[src/rtl/pipe_pkg.sv]
// Shared types and constants for the pipeline memory stage.
package pipe_pkg;

    localparam int unsigned WORD_W      = 32;
    localparam int unsigned REG_W       = 5;
    localparam int unsigned CNT_W       = 8;
    localparam int unsigned TIMEOUT_DEF = 16;

    typedef enum logic [1:0] {
        IDLE   = 2'd0,
        ACCESS = 2'd1,
        DONE   = 2'd2
    } mem_state_t;

    // Word-align a byte address.
    function automatic logic [WORD_W-1:0] word_addr(input logic [WORD_W-1:0] a);
        return {a[WORD_W-1:2], 2'b00};
    endfunction

endpackage

[src/rtl/pipemwreg.sv]
// MEM/WB pipeline register with async clear and bubble insertion.
module pipemwreg
    import pipe_pkg::*;
(
    input  logic              clk,
    input  logic              clrn,
    input  logic              i_bubble,
    input  logic              i_wreg,
    input  logic              i_m2reg,
    input  logic              i_mo_we,
    input  logic [WORD_W-1:0] i_mo,
    input  logic [WORD_W-1:0] i_alu,
    input  logic [REG_W-1:0]  i_rn,
    output logic              o_wreg,
    output logic              o_m2reg,
    output logic [WORD_W-1:0] o_mo,
    output logic [WORD_W-1:0] o_alu,
    output logic [REG_W-1:0]  o_rn
);

    // A bubble kills the control bits only; data fields keep their value.
    always_ff @(posedge clk or negedge clrn) begin
        if (!clrn) begin
            o_wreg  <= 1'b0;
            o_m2reg <= 1'b0;
            o_mo    <= '0;
            o_alu   <= '0;
            o_rn    <= '0;
        end else if (i_bubble) begin
            o_wreg  <= 1'b0;
            o_m2reg <= 1'b0;
        end else begin
            o_wreg  <= i_wreg;
            o_m2reg <= i_m2reg;
            o_alu   <= i_alu;
            o_rn    <= i_rn;
            if (i_mo_we) o_mo <= i_mo;
        end
    end

endmodule

[config.mk]
export PLATFORM = sky130hd
export DESIGN_NAME = pipemwreg
export DESIGN_NICKNAME = d
export VERILOG_FILES = /design/src/rtl/pipe_pkg.sv /design/src/rtl/pipemwreg.sv
export SDC_FILE = /design/constraint.sdc
export NUM_CORES = 1
export LEC_CHECK = 0
export ABC_AREA = 0
export BUFFER_PORTS_ARGS = -buffer_cell sky130_fd_sc_hd__buf_2
export CAP_MARGIN = 5
export CELL_PAD_IN_SITES_DETAIL_PLACEMENT = 0
export CELL_PAD_IN_SITES_GLOBAL_PLACEMENT = 2
export CORE_MARGIN = 5
export CORE_UTILIZATION = 29
export DETAILED_ROUTE_END_ITERATION = 10
export GPL_TIMING_DRIVEN = 0
export HOLD_SLACK_MARGIN = 0.05
export PLACE_DENSITY_LB_ADDON = 0.1
export SYNTH_ARGS = -nofsm -noshare
export SYNTH_HDL_FRONTEND = slang
export SYNTH_SLANG_ARGS = --single-unit
export TNS_END_PERCENT = 1
[constraint.sdc]
create_clock -name clk -period 1 [get_ports clk]
set_input_delay 0.1 -clock clk [delete_from_list [all_inputs] [get_ports clk]]
set_output_delay 0.1 -clock clk [all_outputs]
set_load 0.1 [all_outputs]
==> flow_metrics.py, run 1 <==
metrics = {
    "outcome": {
        "status": "finished with violations",
        "violations": "negative setup slack",
    },
    "final_layout": {
        "nNetsFinal": 455,
        "finalCoreUtilization": 0.639,
        "antenna_cells": 0,
        "area_growth_pct": 115,
        "mostFrequentLayoutCells": "buf_2 (76), dlygate4sd3_1 (72), dfrtp_4 (69), buf_12 (69), mux2_2 (39)",
        "final_common_cell": "buf_2",
        "drive_above_1_share": 0.795,
    },
    "timing": {
        "period_share": 1.12,
        "rsz0062_at_grt": "yes",
        "clock_skew_ps": 0,
        "setup_viol": 71,
        "slew_headroom": 0.814,
        "slew_viol_final": 0,
        "fin_crit_ps": 1120,
        "max_freq_mhz": 892,
        "finalHoldViolCount": 0,
        "setup_ws_ps": -121,
        "tightest_slew_ps": 278,
        "fin_tns_setup_ps": -7290,
    },
    "critical_path": {
        "start_kind": "flop",
        "worstPathMaxFanout": 2,
        "cp_cell_sequence": "buf_12",
        "cpPeakStageDelay_ps": 500,
        "worstPathArrival_ps": 1020,
        "path_buf_inv": 1,
        "critical-path-top-delay-family": "flip-flops",
        "required_ps": 900,
        "r2r-end": "o_alu[21]",
        "r2r_start": "o_alu[21]",
        "end_kind": "output pin",
        "critPathKind": "flop to output pin",
        "reg2regPathDepth": 1,
        "r2r_slack_ps": 110,
        "worst_path_max_delay_cell": "dfrtp_4",
    },
    "detailed_routing": {
        "ant_nets": 0,
        "first_pass_iters": 4,
        "vias_per_cell": 4.11,
        "drcViolationCount": 0,
        "wl_um": 8100,
        "vias": 2115,
        "drtIter0Drc": 24,
        "wl_per_cell_um": 15.8,
    },
    "logic_synthesis": {
        "syn-cell-area_um2": 2750,
        "ys_ff_latch": 71,
        "synth_largest_area_cell": "dfrtp_1",
        "avgSynthCellArea_um2": 18.2,
        "ys_seq_area_frac": 0.646,
        "netlist_instances": 151,
        "syn_nets": 226,
        "yosysUniqueCellTypes": 7,
        "yosys_warnings": 0,
        "netlist.area_leader.share": 0.646,
        "ys_top_cells_by_area": "dfrtp_1 (65%), mux2_4 (16%), mux2_2 (16%)",
    },
    "job": {
        "cap_viol_max_count": 0,
    },
    "floorplanning": {
        "io_pins": 146,
        "die_h_um": 107,
        "rows": 35,
        "die_w_um": 107,
        "initial_utilization": 0.297,
        "fp.dieArea_um2": 11500,
        "core_um2": 9240,
    },
    "global_route": {
        "antenna_found_initial": 0,
        "overflow": 0,
        "grt_usage": 0.144,
        "grt_max_degree": 55,
        "grt_pass1_vias": 2449,
        "grt_pass1_wl_um": 12600,
    },
    "placed_design": {
        "globalplace.congestion": 0.654,
        "portBuffers": 145,
        "hpwlAfterDp_um": 4990,
    },
    "worst_hold_path": {
        "worstHoldPathType": "input pin to async pin",
    },
    "pwr": {
        "power_density_nw_per_um2": 1910,
        "irDropWorstVdd_mv": 0.962,
        "p_leak_nw": 2.56,
    },
    "clocking": {
        "clk_pin_slew_worst_paths_ps": 80,
        "htreeDepth": 3,
        "cts_tree": "done",
        "post_cts_buffers": 0,
        "insertion_delay_ps": 340,
        "ctsRootBufferMaster": "clkbuf_8",
        "cts_num_sinks": 71,
        "clock_path_buffers": 2,
        "cts_buffers": 9,
    },
}
area by class of cell:
cell class / count / area, um2
clock buffer: 12 / 145
sequential: 71 / 2040
tap: 129 / 161
clock inverter: 4 / 55.1
timing repair buffer: 218 / 2530
buffer: 8 / 63.8
fill: 686 / 3340
multi-input combinational: 72 / 908
power by group:
group / internal [mW] / leakage, nW / total [mW] / switching, mW
sequential: 3.44 / 0.770 / 3.82 / 0.383
clock: 1.23 / 0.0968 / 2.31 / 1.08
combinational: 2.04 / 1.69 / 5.13 / 3.09
what timing repair did:
item / CTS / global route
gates resized for setup: 282 / 0
hold endpoints to repair: 142 / 0
setup endpoints to repair: 71 / 71
hold buffers: 72 / 0
Yosys cell counts:
cell type	n
mux2_2	39
dfrtp_1	71
buf_4	2
buf_6	3
buf_2	3
mux2_4	30
nor2b_1	3
through the flow:
step | worst slack [ps] | hold slack (ps) | cell area [um2] | power, mW | instances
global placement | -935 | 326 | 3890 | 7.44 | 425
global route | -165 | 165 | 5900 | 11.7 | 514
floorplan | -26.8 | -196 | 3010 | 6.80 | 151
CTS | -142 | 151 | 5900 | 11.4 | 514
detailed placement | -169 | -7.70 | 3930 | 7.47 | 426
finish | -121 | 168 | 5900 | 11.3 | 514
state kept, by name, summed over array words and instances, names as in the netlist:
signal   flops
o_mo        32
o_rn         5
o_wreg       1
o_alu       32
o_m2reg      1
kinds of logic (layout without fill, tap and decap cells):
family	after synthesis	after routing	synth area share
AND/OR/NAND/NOR	3	3	0.00683
buffers and inverters	8	242	0.0232
flip-flops	71	71	0.646
multiplexers	69	69	0.324
layer usage:
layer  track usage  wire (um)  part of all wire  vias up
met5             0          0                 0        -
met3        0.0636        803             0.099       13
met1         0.155       2990              0.37     1024
met4        0.0541        165             0.020        0
met2         0.248       4140              0.51       97
li1              -          -                 -      981
how the worst max path moves through the flow:
stage | startpoint | depth (start not counted) | end | slack (ps)
after floorplan | o_mo[0] | 1 | o_mo[0] | -30
after global placement | clrn | 1 | o_alu[20] | -930
after detailed placement | i_bubble | 5 | o_mo[29] | -170
after CTS | o_mo[22] | 1 | o_mo[22] | -140
after global routing | o_mo[21] | 1 | o_mo[21] | -160
final | o_alu[0] | 1 | o_alu[0] | -120
Note: power is estimated with default switching activity, not from simulation.
==> inputs of run 2 (changes only) <==
--- a/config.mk
+++ b/config.mk
@@ -11,11 +11,12 @@
 export CELL_PAD_IN_SITES_DETAIL_PLACEMENT = 0
 export CELL_PAD_IN_SITES_GLOBAL_PLACEMENT = 2
 export CORE_MARGIN = 5
-export CORE_UTILIZATION = 29
+export CORE_UTILIZATION = 25
 export DETAILED_ROUTE_END_ITERATION = 10
 export GPL_TIMING_DRIVEN = 0
 export HOLD_SLACK_MARGIN = 0.05
 export PLACE_DENSITY_LB_ADDON = 0.1
+export RECOVER_POWER = 100
 export SYNTH_ARGS = -nofsm -noshare
 export SYNTH_HDL_FRONTEND = slang
 export SYNTH_SLANG_ARGS = --single-unit
==> run 2 against run 1 <==
- the run still ends with negative setup slack left
- via count increased by 0.19%
- critical path type unchanged
- non-clock buffer count stayed put
- cell area shrank 2.1%
- clock power about the same
==> flow_metrics.py, run 2 (synthesis gave the netlist of run 1 again) <==
metrics = {
    "critical_path": {
        "critical-path-top-delay-family": "flip-flops",
        "end_kind": "output pin",
        "worst_path_max_delay_cell": "dfrtp_4",
        "start_kind": "flop",
        "path_buf_inv": 1,
        "r2r_slack_ps": 90,
        "startpoint": "o_mo[1]",
        "cpPeakStageDelay_ps": 500,
        "critPathKind": "flop to output pin",
        "r2r_start": "o_mo[25]",
        "reg2regPathDepth": 1,
        "worstPathMaxFanout": 2,
        "r2r-end": "o_mo[25]",
        "required_ps": 900,
        "cp_cell_sequence": "buf_12",
        "setup.worst_path.end": "o_mo[1]",
        "worstPathArrival_ps": 1010,
        "cp.depth": 1,
    },
    "timing": {
        "slew_viol_final": 0,
        "setup_viol": 71,
        "clock_skew_ps": 0,
        "rsz0062_at_grt": "yes",
        "slew_headroom": 0.682,
        "hold-worst-slack_ps": 146,
        "max_freq_mhz": 901,
        "setup_ws_ps": -109,
        "tightest_slew_ps": 478,
        "period_share": 1.11,
        "fin_crit_ps": 1110,
        "finalHoldViolCount": 0,
    },
    "global_route": {
        "antenna_found_initial": 0,
        "grt_max_degree": 63,
        "grt_pass1_vias": 2552,
        "grt_usage": 0.128,
        "grt_pass1_wl_um": 13200,
        "overflow": 0,
    },
    "detailed_routing": {
        "vias": 2119,
        "wl_um": 7920,
        "drcViolationCount": 0,
        "vias_per_cell": 4.04,
        "ant_nets": 0,
        "drtIter0Drc": 51,
        "first_pass_iters": 3,
        "wl_per_cell_um": 15.1,
    },
    "final_layout": {
        "antenna_cells": 0,
        "drive_above_1_share": 0.717,
        "nNetsFinal": 455,
        "mostFrequentLayoutCells": "buf_2 (76), dlygate4sd3_1 (72), dfrtp_4 (69), buf_12 (69), mux2_2 (39)",
        "final_common_cell": "buf_2",
        "area_growth_pct": 110,
        "largest_registers": "o_alu: 32 flops, o_mo: 32 flops, o_rn: 5 flops",
        "postLayoutCellArea_um2": 5780,
        "finalNonFillerCells": 525,
    },
    "placed_design": {
        "globalplace.congestion": 0.668,
        "post-place-cells": 437,
        "place_area_um2": 3940,
        "portBuffers": 145,
        "hpwlAfterDp_um": 5270,
    },
    "floorplanning": {
        "fp.dieArea_um2": 13200,
        "core_um2": 10800,
        "io_pins": 146,
        "die_h_um": 115,
        "initial_utilization": 0.255,
        "die_w_um": 115,
        "rows": 38,
    },
    "pwr": {
        "irDropWorstVdd_mv": 0.894,
        "power_density_nw_per_um2": 1910,
        "p_leak_nw": 2.45,
    },
    "clocking": {
        "post_cts_buffers": 0,
        "ctsRootBufferMaster": "clkbuf_8",
        "insertion_delay_ps": 330,
        "cts_buffers": 9,
        "clk_pin_slew_worst_paths_ps": 80,
        "htreeDepth": 3,
        "clock_path_buffers": 2,
        "cts_tree": "done",
        "cts_num_sinks": 71,
    },
    "worst_hold_path": {
        "worstHoldPathType": "input pin to async pin",
    },
    "outcome": {
        "violations": "negative setup slack",
        "status": "finished with violations",
    },
    "job": {
        "cap_viol_max_count": 0,
    },
}
run 2: cell count changes in the layout (fill, tap and decap cells not counted), sizes merged:
cell | before | now
clkinv | 2 | 3
clkinvlp | 1 | 0
run 2: layer usage:
layer  part of all wire  global-route usage  vias up
li1                   -                   -      979
met1               0.38               0.147     1048
met2               0.51               0.217       86
met3               0.10              0.0637        6
met4             0.0085              0.0235        0
met5                  0                   0        -
run 2: area by class of cell:
type                    instances  area, um2
repair buffers                218       2520
clock buffers                  12        145
plain buffers                   8       63.8
well taps                     140        175
fillers                       912       5010
flip-flops and latches         71       2040
clock inverters                 4       45.0
multi-input cells              72        796
run 2: worst min-delay path by stage:
stage,startpoint,to,cells after the start
after global placement,i_m2reg,o_m2reg,2
after CTS,clrn,o_alu[25],2
after floorplan,clrn,o_m2reg,0
after detailed placement,clrn,o_alu[25],1
final,clrn,o_alu[25],2
after global routing,clrn,o_alu[25],2
run 2: stage by stage:
step	power, mW	utilization	worst slack [ps]	setup TNS (ps)
6_report	11.0	0.536	-109	-6490
4_1_cts	11.4	0.547	-139	-8380
3_5_place_dp	7.48	0.365	-197	-6820
5_1_grt	11.5	0.536	-164	-10770
3_3_place_gp	7.45	0.362	-994	-76410
2_1_floorplan	6.80	-	-26.8	-1700
run 2: timing repair:
item,in CTS,in global routing
endpoints found under the setup margin,71,71
hold buffers,72,0
hold endpoints to repair,142,0
resized for setup,282,0
run 2: report_power, final:
group	total (mW)	switching, mW	internal (mW)
logic	4.96	3.07	1.89
clock network	2.28	1.07	1.21
registers	3.81	0.368	3.44
total	11.0	4.50	6.54
==> inputs of run 3 (changes only) <==
==> constraint.sdc (replaced) <==
create_clock -name clk -period 1.3 [get_ports clk]
set_input_delay 0.13 -clock clk [delete_from_list [all_inputs] [get_ports clk]]
set_output_delay 0.13 -clock clk [all_outputs]
set_load 0.1 [all_outputs]
==> run 3 against run 2 <==
- the run now ends clean
- cell area is 19% lower
- combinational power fell by 37%
- largest cell class is now flip-flops and latches
- flip-flop and latch count is the same
==> flow_metrics.py, run 3 (synthesis gave the netlist of run 1 again) <==
metrics = {
    "critical_path": {
        "path_buf_inv": 1,
        "start_kind": "flop",
        "worstPathArrival_ps": 1120,
        "worstPathMaxFanout": 2,
        "required_ps": 1170,
        "r2r_slack_ps": 520,
        "cp_cell_sequence": "buf_2",
        "cpPeakStageDelay_ps": 430,
        "worst_path_max_delay_cell": "buf_2",
        "critical-path-top-delay-family": "buffers and inverters",
        "end_kind": "output pin",
        "critPathKind": "flop to output pin",
    },
    "pwr": {
        "p_leak_nw": 2.22,
        "power_density_nw_per_um2": 1660,
        "p_total_mw": 7.74,
        "irDropWorstVdd_mv": 0.829,
    },
    "detailed_routing": {
        "wl_per_cell_um": 14.4,
        "drtIter0Drc": 50,
        "drcViolationCount": 0,
        "vias": 2108,
        "first_pass_iters": 3,
        "wl_um": 7590,
        "ant_nets": 0,
        "vias_per_cell": 4.02,
    },
    "placed_design": {
        "portBuffers": 145,
        "post-place-cells": 437,
        "hpwlAfterDp_um": 5180,
        "globalplace.congestion": 0.679,
    },
    "timing": {
        "period_share": 0.964,
        "slew_headroom": 0.638,
        "slew_viol_final": 0,
        "finalHoldViolCount": 0,
        "max_freq_mhz": 798,
        "fin_crit_ps": 1250,
        "tightest_slew_ps": 543,
        "setup_viol": 0,
        "clock_skew_ps": 0,
    },
    "final_layout": {
        "nNetsFinal": 455,
        "largest_registers": "o_alu: 32 flops, o_mo: 32 flops, o_rn: 5 flops",
        "mostFrequentLayoutCells": "buf_2 (85), dlygate4sd3_1 (72), dfrtp_1 (71)",
        "finalCoreUtilization": 0.433,
        "antenna_cells": 0,
        "drive_above_1_share": 0.566,
        "area_growth_pct": 70.1,
        "finalNonFillerCells": 525,
        "final_common_cell": "buf_2",
    },
    "floorplanning": {
        "core_um2": 10800,
        "rows": 38,
        "fp.dieArea_um2": 13200,
        "die_h_um": 115,
        "die_w_um": 115,
        "io_pins": 146,
        "initial_utilization": 0.255,
    },
    "outcome": {
        "status": "finished, final reports clean",
    },
    "global_route": {
        "antenna_found_initial": 0,
        "use_met2": 0.197,
        "grt_pass1_vias": 2370,
        "grt_pass1_wl_um": 12200,
        "grt-busiest-layer": "met2",
        "overflow": 0,
        "use_met1": 0.138,
        "grt_usage": 0.119,
        "met3_usage": 0.0558,
        "grt_max_degree": 39,
    },
    "clocking": {
        "clk_pin_slew_worst_paths_ps": 70,
        "cts_num_sinks": 71,
        "cts_buffers": 9,
        "insertion_delay_ps": 330,
        "post_cts_buffers": 0,
        "cts_tree": "done",
        "ctsRootBufferMaster": "clkbuf_8",
        "htreeDepth": 3,
        "clock_path_buffers": 2,
    },
    "job": {
        "cap_viol_max_count": 0,
    },
    "worst_hold_path": {
        "worstHoldPathType": "input pin to async pin",
    },
}
-- run 3: cell types whose count changed in the layout (fill, tap and decap cells not counted), sizes merged --
cell      delta
buf         -66
clkbuf      +65
clkinv       -2
clkinvlp     +2
bufinv       +1
-- run 3: final timing paths --
kind / from / endpoint / cells after the start
worst max register to register: o_mo[9] / o_mo[9] / 1
min in group clk: i_bubble / o_alu[7] / 3
worst min-delay path: clrn / o_mo[1] / 2
worst max-delay path: o_mo[6] / o_mo[6] / 1
max in group asynchronous: clrn / o_alu[25] / 3
worst min register to register: o_mo[22] / o_mo[22] / 1
-- run 3: what timing repair did --
item	4_1_cts	5_1_grt
endpoints found under the setup margin	1	59
endpoints found under the hold margin	104	0
gates resized for setup	1	59
cloned	0	0
hold buffers	72	0
-- run 3: report_power, final --
part	switching (mW)	total, mW	internal [mW]
clock network	0.847	2.03	1.18
registers	0.130	2.60	2.47
logic	2.36	3.11	0.751
total	3.34	7.74	4.41
-- run 3: through the flow --
stage               instance area [um2]  setup TNS [ps]  worst slack, ps  hold WS [ps]
global placement                   3650          -32080             -456           349
floorplan                          2750               0             40.5          -166
global route                       4680           -29.0            -17.7           312
finish                             4680               0             46.7           287
detailed placement                 3670               0              106           119
CTS                                4630               0            0.464           281
-- run 3: cell type report --
| cell class | instances | area, um2 |
|---|---|---|
| Buffer | 8 | 37.5 |
| Tap cell | 140 | 175 |
| Clock buffer | 11 | 151 |
| Clock inverter | 5 | 80.1 |
| Sequential cell | 71 | 1780 |
| Multi-Input combinational cell | 72 | 837 |
| Fill cell | 1045 | 6120 |
| Timing Repair Buffer | 218 | 1620 |
-- run 3: per-layer routing --
layer	vias to the layer above	wire [um]	share of wire
met5	-	0	0
met4	0	123	0.016
met3	11	744	0.098
met2	92	3730	0.49
met1	1024	2990	0.39
li1	981	-	-
